[src/rtl/wb_port_if.sv]
// Register-file write-port bundle: W-stage write, long-latency result handshake,
// arbitrated register-file write and hazard-unit feedback.
interface wb_port_if;
    logic        pipe_we;
    logic [4:0]  pipe_rd;
    logic [31:0] pipe_data;
    logic        lu_valid;
    logic [4:0]  lu_rd;
    logic [31:0] lu_data;
    logic        lu_ready;
    logic        rf_we;
    logic [4:0]  rf_rd;
    logic [31:0] rf_wdata;
    logic [31:0] pend_mask;
    logic        StallReq;

    modport slave (
        input  pipe_we, pipe_rd, pipe_data, lu_valid, lu_rd, lu_data,
        output lu_ready, rf_we, rf_rd, rf_wdata, pend_mask, StallReq
    );

    modport master (
        output pipe_we, pipe_rd, pipe_data, lu_valid, lu_rd, lu_data,
        input  lu_ready, rf_we, rf_rd, rf_wdata, pend_mask, StallReq
    );
endinterface

[src/rtl/wb_port_arbiter.sv]
// Shares the register-file write port: W-stage writes win, long-latency results queue
// and drain into idle cycles, with WAW squash and a starvation stall request.
module wb_port_arbiter #(
    parameter int DEPTH     = 2,
    parameter int STARV_MAX = 8
) (
    input  logic    clk,
    input  logic    rst_n,
    wb_port_if.slave bus
);
    localparam int AW = (DEPTH > 1) ? $clog2(DEPTH) : 1;
    localparam int CW = $clog2(DEPTH + 1);
    localparam int SW = $clog2(STARV_MAX + 1);

    logic [4:0]       r_rd   [DEPTH];
    logic [31:0]      r_data [DEPTH];
    logic [DEPTH-1:0] r_live;
    logic [AW-1:0]    r_wptr, r_rptr;
    logic [CW-1:0]    r_cnt;
    logic [SW-1:0]    r_starv;
    logic [31:0]      r_pend;
    logic             r_stall;

    logic             w_empty, w_full, w_pipe_win, w_head_live;
    logic             w_pop, w_push, w_push_live;
    logic [DEPTH-1:0] w_live_nxt;
    logic [31:0]      w_pend_nxt;
    logic [SW-1:0]    w_starv_nxt;

    assign w_empty     = (r_cnt == '0);
    assign w_full      = (r_cnt == CW'(DEPTH));
    // rst_n gate keeps the port silent while reset is held, even with pipe_we high
    assign w_pipe_win  = rst_n && bus.pipe_we && (bus.pipe_rd != 5'd0);
    assign w_head_live = !w_empty && r_live[r_rptr];
    // a dead head leaves regardless of who owns the port; a live one only when granted
    assign w_pop       = !w_empty && (!r_live[r_rptr] || !w_pipe_win);
    assign w_push      = bus.lu_valid && !w_full;
    assign w_push_live = (bus.lu_rd != 5'd0) && !(w_pipe_win && bus.lu_rd == bus.pipe_rd);

    assign bus.lu_ready  = !w_full;
    assign bus.pend_mask = r_pend;
    assign bus.StallReq  = r_stall;

    always_comb begin
        bus.rf_we    = 1'b0;
        bus.rf_rd    = 5'd0;
        bus.rf_wdata = 32'd0;
        if (w_pipe_win) begin
            bus.rf_we    = 1'b1;
            bus.rf_rd    = bus.pipe_rd;
            bus.rf_wdata = bus.pipe_data;
        end else if (w_head_live) begin
            bus.rf_we    = 1'b1;
            bus.rf_rd    = r_rd[r_rptr];
            bus.rf_wdata = r_data[r_rptr];
        end
    end

    always_comb begin
        w_live_nxt = r_live;
        for (int i = 0; i < DEPTH; i++)
            if (w_pipe_win && r_rd[i] == bus.pipe_rd) w_live_nxt[i] = 1'b0;
        if (w_pop)  w_live_nxt[r_rptr] = 1'b0;
        if (w_push) w_live_nxt[r_wptr] = w_push_live;
    end

    always_comb begin
        w_pend_nxt = '0;
        for (int i = 0; i < DEPTH; i++) begin
            if (w_live_nxt[i]) begin
                if (w_push && r_wptr == AW'(i)) w_pend_nxt[bus.lu_rd] = 1'b1;
                else                            w_pend_nxt[r_rd[i]]   = 1'b1;
            end
        end
    end

    always_comb begin
        w_starv_nxt = r_starv;
        if (w_pop || w_empty)
            w_starv_nxt = '0;
        else if (w_head_live && r_starv != SW'(STARV_MAX))
            w_starv_nxt = r_starv + SW'(1);
    end

    always_ff @(posedge clk or negedge rst_n) begin
        if (!rst_n) begin
            r_live  <= '0;
            r_wptr  <= '0;
            r_rptr  <= '0;
            r_cnt   <= '0;
            r_starv <= '0;
            r_pend  <= '0;
            r_stall <= 1'b0;
        end else begin
            r_live  <= w_live_nxt;
            r_pend  <= w_pend_nxt;
            r_starv <= w_starv_nxt;
            r_stall <= (w_starv_nxt == SW'(STARV_MAX));
            if (w_push) r_wptr <= r_wptr + AW'(1);
            if (w_pop)  r_rptr <= r_rptr + AW'(1);
            case ({w_push, w_pop})
                2'b10:   r_cnt <= r_cnt + CW'(1);
                2'b01:   r_cnt <= r_cnt - CW'(1);
                default: r_cnt <= r_cnt;
            endcase
        end
    end

    // payload needs no reset: liveness alone decides whether an entry is used
    always_ff @(posedge clk) begin
        if (w_push) begin
            r_rd[r_wptr]   <= bus.lu_rd;
            r_data[r_wptr] <= bus.lu_data;
        end
    end
endmodule

[src/flat_wrapper.sv]
// flat-port wrapper written by rule: the top's interface ports become plain ports
module wb_port_arbiter_flat 
#(
    parameter int DEPTH     = 2,
    parameter int STARV_MAX = 8
)
  (clk, rst_n, bus_pipe_we, bus_pipe_rd, bus_pipe_data, bus_lu_valid, bus_lu_rd, bus_lu_data, bus_lu_ready, bus_rf_we, bus_rf_rd, bus_rf_wdata, bus_pend_mask, bus_StallReq);
  wb_port_if bus_i ();
  input  logic clk;
  input  logic rst_n;
  input wire logic [$bits(bus_i.pipe_we)-1:0] bus_pipe_we;
  input wire logic [$bits(bus_i.pipe_rd)-1:0] bus_pipe_rd;
  input wire logic [$bits(bus_i.pipe_data)-1:0] bus_pipe_data;
  input wire logic [$bits(bus_i.lu_valid)-1:0] bus_lu_valid;
  input wire logic [$bits(bus_i.lu_rd)-1:0] bus_lu_rd;
  input wire logic [$bits(bus_i.lu_data)-1:0] bus_lu_data;
  output wire logic [$bits(bus_i.lu_ready)-1:0] bus_lu_ready;
  output wire logic [$bits(bus_i.rf_we)-1:0] bus_rf_we;
  output wire logic [$bits(bus_i.rf_rd)-1:0] bus_rf_rd;
  output wire logic [$bits(bus_i.rf_wdata)-1:0] bus_rf_wdata;
  output wire logic [$bits(bus_i.pend_mask)-1:0] bus_pend_mask;
  output wire logic [$bits(bus_i.StallReq)-1:0] bus_StallReq;
  assign bus_i.pipe_we = bus_pipe_we;
  assign bus_i.pipe_rd = bus_pipe_rd;
  assign bus_i.pipe_data = bus_pipe_data;
  assign bus_i.lu_valid = bus_lu_valid;
  assign bus_i.lu_rd = bus_lu_rd;
  assign bus_i.lu_data = bus_lu_data;
  assign bus_lu_ready = bus_i.lu_ready;
  assign bus_rf_we = bus_i.rf_we;
  assign bus_rf_rd = bus_i.rf_rd;
  assign bus_rf_wdata = bus_i.rf_wdata;
  assign bus_pend_mask = bus_i.pend_mask;
  assign bus_StallReq = bus_i.StallReq;
  wb_port_arbiter #(.DEPTH(DEPTH), .STARV_MAX(STARV_MAX)) u_core (.clk(clk), .rst_n(rst_n), .bus(bus_i));
endmodule
[config.mk]
export PLATFORM = sky130hd
export DESIGN_NAME = wb_port_arbiter_flat
export DESIGN_NICKNAME = d
export VERILOG_FILES = /design/src/rtl/wb_port_if.sv /design/src/rtl/wb_port_arbiter.sv /design/src/flat_wrapper.sv
export SDC_FILE = /design/constraint.sdc
export NUM_CORES = 1
export LEC_CHECK = 0
export BUFFER_PORTS_ARGS = -buffer_cell sky130_fd_sc_hd__buf_2
export CAP_MARGIN = 25
export CORE_UTILIZATION = 54
export CTS_CLUSTER_DIAMETER = 100
export DETAILED_ROUTE_END_ITERATION = 8
export GPL_TIMING_DRIVEN = 0
export MAX_ROUTING_LAYER = met4
export PLACE_DENSITY_LB_ADDON = 0.05
export REMOVE_ABC_BUFFERS = 1
export SLEW_MARGIN = 40
export SYNTH_ARGS = -nofsm -noshare
export SYNTH_HDL_FRONTEND = slang
export SYNTH_SLANG_ARGS = --single-unit
[constraint.sdc]
create_clock -name clk -period 3.42 [get_ports clk]
set_input_delay 0.342 -clock clk [delete_from_list [all_inputs] [get_ports clk]]
set_output_delay 0.342 -clock clk [all_outputs]
set_load 0.02 [all_outputs]
==> summary.txt, run 1 <==
Place
  • Inst Count DP: 776
  • Post-DP Area: 0.00687 mm^2
  • Post-DP HPWL: 10300 um
  • Dpl ws: 477 ps
  • GP Congestion: 0.891
  • I/O Buffers: 149

Floorplanning
  • Row count: 38
  • Die Y: 107 um
  • Initial core utilization: 0.553
  • IO Pins: 150
  • Core area: 0.0108 mm^2
  • Die area: 0.0115 mm^2
  • Die span in x: 107 um

Timing
  • RSZ-0062 raised after global routing: no
  • Fin Setup TNS: 0 ps
  • Worst Skew: 7.12 ps
  • Min cycle time layout: 2970 ps
  • Max_slew headroom: 0.390
  • Hold_ws: 13.8 ps
  • Final Max Slew Viols: 0
  • Slew @ Worst Pin: 913 ps
  • Fmax: 337 MHz
  • # setup viols final: 0
  • Worst Slack Setup Final: 448 ps
  • Fin crit share: 0.869
  • Hold Vio Cnt, Final: 0

Routing
  • # DRC: 0
  • Drt total wl: 15500 um
  • Routed len/inst: 18.6 um
  • Via-to-Cell Ratio: 5.97
  • DRT iter0 DRCs: 387
  • Drt first pass iters: 8
  • ANT nets after route: 0
  • Vias post-DR: 4981

Clock network
  • CTS Hold Bufs: 23
  • CTS buffer count: 17
  • CTS resizes: 0
  • TritonCTS clock tree: built
  • Root buf cell: clkbuf_8
  • Clock tree sinks: 117
  • Post-CTS Setup Inserts: 0
  • Clock latency on the worst-skew pair: 520 ps
  • Clock tree buffer depth: 2
  • # H-tree levels: 4
  • Clk slew on worst S/H paths: 60 ps

Setup path
  • RR Startpoint: u_core.r_cnt[1]$_DFFE_PN0P_
  • WP data arrival: 2630 ps
  • Kind of critical path: primary input to output pin
  • R2r setup slk: 560 ps
  • Crit path required time: 3080 ps
  • Crit Path Max Fanout: 47
  • CP endpoint kind: output pin
  • Crit path from: rst_n
  • Type of origin of the critical path: primary input

Finish
  • Post-route cell area: 0.00778 mm^2
  • Leading cell types in the layout, fill and taps excluded: 148 x buf_2, 74 x edfxtp_1, 69 x nand2_1
  • Commonest non-fill, non-tap cell in the layout: buf_2
  • Core Util, Final: 0.718
  • Filler cells: 755
  • Area Overhead vs Synth: 29.8%
  • Register area: 0.00330 mm^2
  • Share of layout cells above drive strength 1: 0.311
  • Multi-input gate area: 0.00252 mm^2
  • Final non-filler cell total: 834
  • ANT cells: 0
  • Nets: 762

Worst hold path
  • Worst min path class: primary input to flop
  • HP Start: bus_lu_data[11]

Global route
  • Vias in the first global route: 4677
  • First-pass GRT wire length: 23800 um
  • Initial antenna violation count: 0
  • GR Util All Layers: 0.286
  • Grt total ovfl: 0
  • Largest net degree at the start of global routing: 48

Yosys
  • Ys async rst share: 0.368
  • EDFF count, synth: 74
  • Distinct cells, synth: 55
  • Ys flop type: edfxtp_1
  • Synth Area in Compound Gates: 0.179
  • Syn. warnings: 0
  • XOR/XNOR Fraction of Synth Area: 0.0292
  • Post-Syn Instances: 529
  • Multiplexer share of the synthesized area: 0.0637
  • Flops & latches, synth: 117
  • Largest family of logic cells by synthesized area: compound AO/OA/AOI/OAI gates
  • Synthesized area per cell: 11.3 um^2
  • Sequential cell area fraction in the yosys report: 0.550
  • Simple-Gate Fraction of Synth Area: 0.132
  • Post-synthesis adder-cell area fraction: 0.00626
  • Mapped Area: 0.00599 mm^2

Outcome
  • Status: complete, no violations

Power
  • Final Power: 6.07 mW
  • P_leak: 3.20 nW
  • PD cells: 780 mW/mm^2
  • Max VDD drop: 0.492 mV

Flow run
  • Max_cap viols: 0
==> logic make-up (layout without fill, tap and decap cells) <==
family / after synthesis / count (layout)
and+or+nand+nor: 156 / 156
AOI/OAI and AO/OA: 138 / 138
DFF: 117 / 117
buffers and inverters: 57 / 222
muxes: 38 / 38
xor gates and xnor gates: 20 / 20
adders and majority gates: 3 / 3
==> registers in the layout (all words and copies together), names as in the netlist <==
name	cells
u_core.r_data	64
u_core.bus.pend_mask	32
u_core.r_rd	10
u_core.r_starv	4
u_core.r_cnt	2
u_core.r_live	2
u_core.bus.StallReq	1
u_core.r_rptr	1
u_core.r_wptr	1
==> Yosys cell counts, types with 4 or more instances <==
library cell	n	area, um^2
a21oi_1	11	55.1
a22oi_1	34	255
a32oi_1	5	43.8
and3_1	5	31.3
and3b_1	4	35.0
buf_1	6	22.5
buf_2	5	25.0
clkbuf_1	35	131
dfrtp_1	43	1080
edfxtp_1	74	2220
inv_1	9	33.8
mux2i_1	37	370
nand2_1	69	259
nand3_1	13	65.1
nor2_1	18	67.6
nor2b_1	10	62.6
nor3_1	6	30.0
nor3b_1	7	52.6
o211ai_1	5	37.5
o21ai_0	12	60.1
o21ai_1	5	25.0
o221ai_1	9	78.8
o221ai_2	6	90.1
o31ai_1	38	285
or3_1	4	25.0
xnor2_1	16	140
xor2_1	4	35.0
==> area by class of cell <==
cell class                      instances  area share
Multi-Input combinational cell        355       0.324
Timing Repair Buffer                  181       0.142
Inverter                                9     0.00499
Clock inverter                         13      0.0264
Clock buffer                           19      0.0555
Sequential cell                       117       0.424
Tap cell                              140      0.0225
==> worst max-delay path, stage by stage <==
cell and delay, ps:
dlygate4sd3_1 530, buf_4 500, o211a_4 520, buf_12 280
nand2_1 90, o31ai_1 80, buf_2 220
==> power by group <==
group / switching, mW / internal, mW
combinational: 1.37 / 0.755
clock: 0.628 / 1.27
sequential: 0.219 / 1.83
total: 2.21 / 3.85
==> path summary, 6_finish.rpt <==
check,endpoint,cells past startpoint
max reg2reg,u_core.bus.pend_mask[3]$_DFF_PN0_,8
min in group asynchronous,u_core.r_rptr$_DFFE_PN0N_,2
min,u_core.r_data[0][11]$_DFFE_PP_,1
max in group asynchronous,u_core.r_rptr$_DFFE_PN0N_,2
max,bus_rf_wdata[7],7
min reg2reg,u_core.r_wptr$_DFFE_PN0P_,2
==> routing by layer <==
layer  vias up  track usage  wire (um)
li1       2314            -          -
met1      2373        0.380       6720
met2       252        0.427       7320
met3        42       0.0654       1160
met4         0        0.113        291
met5         -            -          0
Note: power is estimated with default switching activity, not from simulation.
==> run 2: changes to the inputs <==
Settings changed: PLACE_DENSITY_LB_ADDON 0.05 to 0.08.
==> summary.txt, run 2 (synthesis gave the netlist of run 1 again) <==
Outcome
  • Status: complete, no violations

Timing
  • Fmax: 332 MHz (-1.4%)
  • Min cycle time layout: 3010 ps (+42.8 ps)
  • Worst Skew: 9.12 ps (+2.00 ps)
  • Worst Slack Setup Final: 406 ps (-42.8 ps)
  • Hold Vio Cnt, Final: 0 (unchanged)
  • Max_slew headroom: 0.413 (+0.0228)
  • Slew @ Worst Pin: 879 ps (-34.2 ps)
  • Fin Setup TNS: 0 ps (unchanged)
  • Hold_ws: 18.9 ps (+5.11 ps)
  • # setup viols final: 0 (unchanged)
  • Final Max Slew Viols: 0 (unchanged)
  • Fin crit share: 0.881 (+0.0125)
  • RSZ-0062 raised after global routing: no

Finish
  • Commonest non-fill, non-tap cell in the layout: buf_2
  • Filler cells: 827 (+9.5%)
  • Nets: 746 (-2.1%)
  • ANT cells: 0 (unchanged)
  • Largest reg by FF count: u_core.r_data
  • Area Overhead vs Synth: 26.7%
  • Share of layout cells above drive strength 1: 0.316 (+0.00440)
  • Leading cell types in the layout, fill and taps excluded: 148 x buf_2, 74 x edfxtp_1, 69 x nand2_1
  • Max FFs per register: 64 (unchanged)

Power
  • P_leak: 3.12 nW (-2.7%)
  • Max VDD drop: 0.389 mV (-21%)
  • PD cells: 786 mW/mm^2 (+0.75%)
  • Net switching share of the total power: 0.367 (+0.00234)
  • Reg power frac: 0.345 (+0.008)
  • Sw Pwr: 2.19 mW (-1.0%)
  • Clock Power Share: 0.300 (-0.013)
  • Internal power: 3.78 mW (-2.0%)
  • Combinational fraction of design power: 0.355 (+0.006)

Clock network
  • Clock latency on the worst-skew pair: 510 ps (about the same)
  • Clock tree buffer depth: 2 (unchanged)
  • CTS resizes: 0 (unchanged)
  • Clock tree sinks: 117 (unchanged)
  • CTS buffer count: 17 (unchanged)
  • Root buf cell: clkbuf_8
  • TritonCTS clock tree: built
  • # H-tree levels: 4 (unchanged)
  • Clk slew on worst S/H paths: 60 ps (about the same)

Setup path
  • CP endpoint kind: flop
  • Reg2Reg Depth: 8 (unchanged)
  • Crit Path Max Fanout: 38 (-19%)
  • Type of origin of the critical path: flop
  • WP data arrival: 3400 ps (+770 ps)
  • Crit path required time: 3810 ps (+730 ps)
  • Kind of critical path: flop to flop

Global route
  • GR Util All Layers: 0.285 (-0.000390)
  • First-pass GRT wire length: 24000 um (+0.78%)
  • Initial antenna violation count: 0 (unchanged)
  • Largest net degree at the start of global routing: 49 (+2.1%)
  • Grt total ovfl: 0 (unchanged)
  • Vias in the first global route: 4770 (+2.0%)

Place
  • I/O Buffers: 149 (unchanged)
  • GP Congestion: 0.912 (+2.4%)
  • Post-DP HPWL: 10100 um (-1.3%)
  • Dpl ws: 531 ps (+54.0 ps)

Routing
  • Drt first pass iters: 6 (-2)
  • # DRC: 0 (unchanged)
  • ANT nets after route: 0 (unchanged)
  • Drt total wl: 15100 um (-2.7%)
  • DRT iter0 DRCs: 342 (-12%)
  • Routed len/inst: 18.4 um (-0.77%)
  • Via-to-Cell Ratio: 5.89 (-1.3%)
  • Vias post-DR: 4821 (-3.2%)

Floorplanning
  • Initial core utilization: 0.553 (unchanged)
  • Die span in x: 107 um (unchanged)
  • Die area: 0.0115 mm^2 (unchanged)
  • Row count: 38 (unchanged)
  • Die Y: 107 um (unchanged)
  • IO Pins: 150 (unchanged)
  • Core area: 0.0108 mm^2 (unchanged)

Worst hold path
  • Worst min path class: primary input to flop
  • Hold Crit Depth: 1 (unchanged)

Flow run
  • Max_cap viols: 0 (unchanged)
==> run 2: changes by cell type in the layout (fill, tap and decap cells not counted), sizes merged <==
cell and delta:
bufinv -1, dlygate4sd3 -17, inv +1, buf +1, clkinvlp +1, clkbuf -1
==> run 2: path summary, 6_finish.rpt <==
path	from	to	slack (ps)
min in group asynchronous	rst_n	u_core.r_wptr$_DFFE_PN0P_	390
max in group asynchronous	rst_n	u_core.r_rptr$_DFFE_PN0N_	2560
max reg2reg	u_core.r_cnt[1]$_DFFE_PN0P_	u_core.bus.pend_mask[18]$_DFF_PN0_	410
min	bus_lu_data[3]	u_core.r_data[1][3]$_DFFE_PP_	20
max	u_core.r_cnt[1]$_DFFE_PN0P_	u_core.bus.pend_mask[18]$_DFF_PN0_	410
min reg2reg	u_core.r_wptr$_DFFE_PN0P_	u_core.r_wptr$_DFFE_PN0P_	530
==> run 2: area by class of cell <==
| type | count | area [um^2] | share of cell area |
|---|---|---|---|
| flip-flops and latches | 117 | 3300 | 0.435 |
| inverters | 9 | 38.8 | 0.00511 |
| repair buffers | 165 | 951 | 0.125 |
| clock inverters | 14 | 184 | 0.0242 |
| multi-input cells | 355 | 2520 | 0.332 |
| clock buffers | 18 | 418 | 0.0550 |
| well taps | 140 | 175 | 0.0231 |
==> run 2: power by group through the flow <==
stage	clock network, mW	registers, mW	logic [mW]
global route	1.88	2.09	2.29
global placement	0	2.12	1.85
detailed placement	0	2.08	2.11
finish	1.79	2.06	2.12
floorplan	0	2.10	1.25
CTS	1.81	2.05	2.12
==> run 2: what timing repair did <==
action                    4_1_cts  5_1_grt
hold endpoints to repair       43       15
buffers inserted                0        0
hold buffers                    1        8
==> run 2: through the flow <==
step	util	area [um^2]	total power [mW]	cells
finish	0.700	7590	5.97	818
global route	0.700	7590	6.25	818
CTS	0.693	7510	5.98	810
detailed placement	0.636	6900	4.18	777
global placement	0.619	6710	3.97	770
floorplan	-	5790	3.35	481
==> run 2: metal layers <==
layer | global-route usage | wire length [um] | vias up | part of all wire
li1 | - | - | 2278 | -
met1 | 0.375 | 6660 | 2317 | 0.44
met2 | 0.437 | 7180 | 216 | 0.48
met3 | 0.0708 | 1130 | 10 | 0.075
met4 | 0.0910 | 114 | 0 | 0.0076
met5 | - | 0 | - | 0
==> run 2: worst max-delay path, stage by stage (launching register included) <==
cell,delay (ps)
dfrtp_1,450
nor2b_1,190
inv_1,170
nand3_1,230
inv_4,450
o31a_1,600
and3b_1,500
a21oi_1,110
o21ai_0,150
==> run 3: changes to the inputs <==
Settings changed: GPL_TIMING_DRIVEN 0 to not set.
==> summary.txt, run 3 (synthesis gave the netlist of run 1 again) <==
Outcome
  • Status: complete, no violations

Clock network
  • CTS buffer count: 17 (unchanged)
  • CTS resizes: 0 (unchanged)
  • Clk slew on worst S/H paths: 50 ps (about the same)
  • Clock tree sinks: 117 (unchanged)
  • Root buf cell: clkbuf_8
  • # H-tree levels: 4 (unchanged)
  • TritonCTS clock tree: built
  • Clock latency on the worst-skew pair: 530 ps (+20 ps)
  • Clock tree buffer depth: 2 (unchanged)
  • Post-CTS Setup Inserts: 0 (unchanged)

Setup path
  • Cells along the critical path: buf_2, or4_4, o211a_2, buf_4, o31ai_1, buf_2
  • Worst path most repeated cell: buf_2
  • CP endpoint kind: output pin
  • Type of origin of the critical path: primary input
  • WP buf/inv: 3 (+1)
  • WP data arrival: 2550 ps (-850 ps)
  • Crit path depth: 6 (-2)
  • Crit Path Max Fanout: 54 (+42%)
  • Crit path required time: 3080 ps (-730 ps)
  • Crit-path max cell delay: 560 ps (-40 ps)
  • Crit-path slowest cell: or4_4
  • Reg2Reg Depth: 7 (-1)
  • CP top delay family: compound AO/OA/AOI/OAI gates
  • Kind of critical path: primary input to output pin

Worst hold path
  • Worst min path class: primary input to flop
  • Hold Crit Depth: 1 (unchanged)

Global route
  • Largest net degree at the start of global routing: 55 (+12%)
  • First-pass GRT wire length: 24800 um (+3.4%)
  • GR Util All Layers: 0.296 (+0.0112)
  • Vias in the first global route: 4888 (+2.5%)
  • Initial antenna violation count: 0 (unchanged)
  • Grt total ovfl: 0 (unchanged)

Routing
  • Routed len/inst: 18.9 um (+2.8%)
  • Vias post-DR: 5032 (+4.4%)
  • # DRC: 0 (unchanged)
  • Wire length on met2: 7520 um (+4.8%)
  • Top layer in use: met4
  • ANT nets after route: 0 (unchanged)
  • DR WL met3: 1270 um (+12%)
  • Drt first pass iters: 5 (-1)
  • Drt total wl: 15900 um (+5.7%)
  • Metal-1 WL: 6890 um (+3.4%)
  • DRT iter0 DRCs: 390 (+14%)
  • Via-to-Cell Ratio: 5.98 (+1.5%)

Timing
  • Worst Skew: 8.73 ps (-0.390 ps)
  • Fin crit share: 0.845 (-0.0367)
  • # setup viols final: 0 (unchanged)
  • Hold Vio Cnt, Final: 0 (unchanged)
  • Worst Slack Setup Final: 531 ps (+126 ps)
  • Final Max Slew Viols: 0 (unchanged)
  • RSZ-0062 raised after global routing: no
  • Fin Setup TNS: 0 ps (unchanged)
  • Slew @ Worst Pin: 737 ps (-142 ps)
  • Max_slew headroom: 0.504 (+0.0918)
  • Min cycle time layout: 2890 ps (-126 ps)
  • Fmax: 346 MHz (+4.4%)

Floorplanning
  • Die Y: 107 um (unchanged)
  • Die area: 0.0115 mm^2 (unchanged)
  • Die span in x: 107 um (unchanged)
  • Row count: 38 (unchanged)
  • Core area: 0.0108 mm^2 (unchanged)
  • Initial core utilization: 0.553 (unchanged)
  • IO Pins: 150 (unchanged)

Finish
  • Leading cell types in the layout, fill and taps excluded: 149 x buf_2, 74 x edfxtp_1, 69 x nand2_1
  • Filler cells: 797 (-3.6%)
  • Nets: 769 (+3.1%)
  • Max FFs per register: 64 (unchanged)
  • Area Overhead vs Synth: 29.5%
  • Largest reg by FF count: u_core.r_data
  • Commonest non-fill, non-tap cell in the layout: buf_2
  • Share of layout cells above drive strength 1: 0.310 (-0.00608)
  • ANT cells: 0 (unchanged)

Power
  • Final Power: 6.08 mW (+2.0%)
  • PD cells: 784 mW/mm^2 (-0.25%)
  • P_leak: 3.22 nW (+3.4%)
  • Max VDD drop: 0.391 mV (+0.54%)

Place
  • Dpl ws: 555 ps (+23.3 ps)
  • GP Congestion: 0.909 (-0.35%)
  • Post-DP HPWL: 10400 um (+3.1%)
  • I/O Buffers: 149 (unchanged)

Flow run
  • Max_cap viols: 0 (unchanged)
[run 3: per-stage QoR]
stage,utilization,hold slack [ps],std cells,cell area (um^2)
2_1_floorplan,-,46.4,481,5790
3_3_place_gp,0.630,502,783,6830
3_5_place_dp,0.632,512,784,6860
4_1_cts,0.711,0.966,836,7710
5_1_grt,0.716,3.09,841,7760
6_report,0.716,14.4,841,7760
[run 3: final cells by class]
cell class              instances  area, um^2  area share
clock inverters                13         230      0.0297
multi-input cells             355        2490       0.321
clock buffers                  19         422      0.0543
repair buffers                188        1110       0.143
inverters                       9        33.8     0.00435
flip-flops and latches        117        3300       0.425
well taps                     140         175      0.0226
[run 3: worst register-to-register path, cell delays in order (launching register included)]
cell	delay, ps
dfrtp_1	460
nor2b_1	280
inv_1	130
nand2_1	240
clkinv_1	400
nor3_1	660
a22oi_1	180
o21ai_0	250
[run 3: final timing paths]
check	to	slack [ps]	startpoint
setup / recovery	bus_rf_rd[0]	530	bus_pipe_rd[0]
min in group asynchronous	u_core.bus.StallReq$_DFF_PN0_	40	rst_n
hold reg to reg	u_core.r_wptr$_DFFE_PN0P_	520	u_core.r_wptr$_DFFE_PN0P_
setup reg to reg	u_core.bus.pend_mask[18]$_DFF_PN0_	720	u_core.r_cnt[1]$_DFFE_PN0P_
hold / removal	u_core.r_data[1][22]$_DFFE_PP_	10	bus_lu_data[22]
max in group asynchronous	u_core.r_rptr$_DFFE_PN0N_	2960	rst_n
[run 3: timing repair]
action	CTS	global route
hold buffers	20	5
hold endpoints to repair	40	8
setup endpoints to repair	0	0
[run 3: routing by layer]
| layer | track usage | vias to the layer above |
|---|---|---|
| li1 | - | 2321 |
| met1 | 0.391 | 2408 |
| met2 | 0.452 | 273 |
| met3 | 0.0630 | 30 |
| met4 | 0.115 | 0 |
| met5 | - | - |
[run 3: power breakdown]
group	switching, mW	internal [mW]
sequential	0.181	1.83
clock	0.636	1.33
combinational	1.39	0.717
total	2.21	3.87
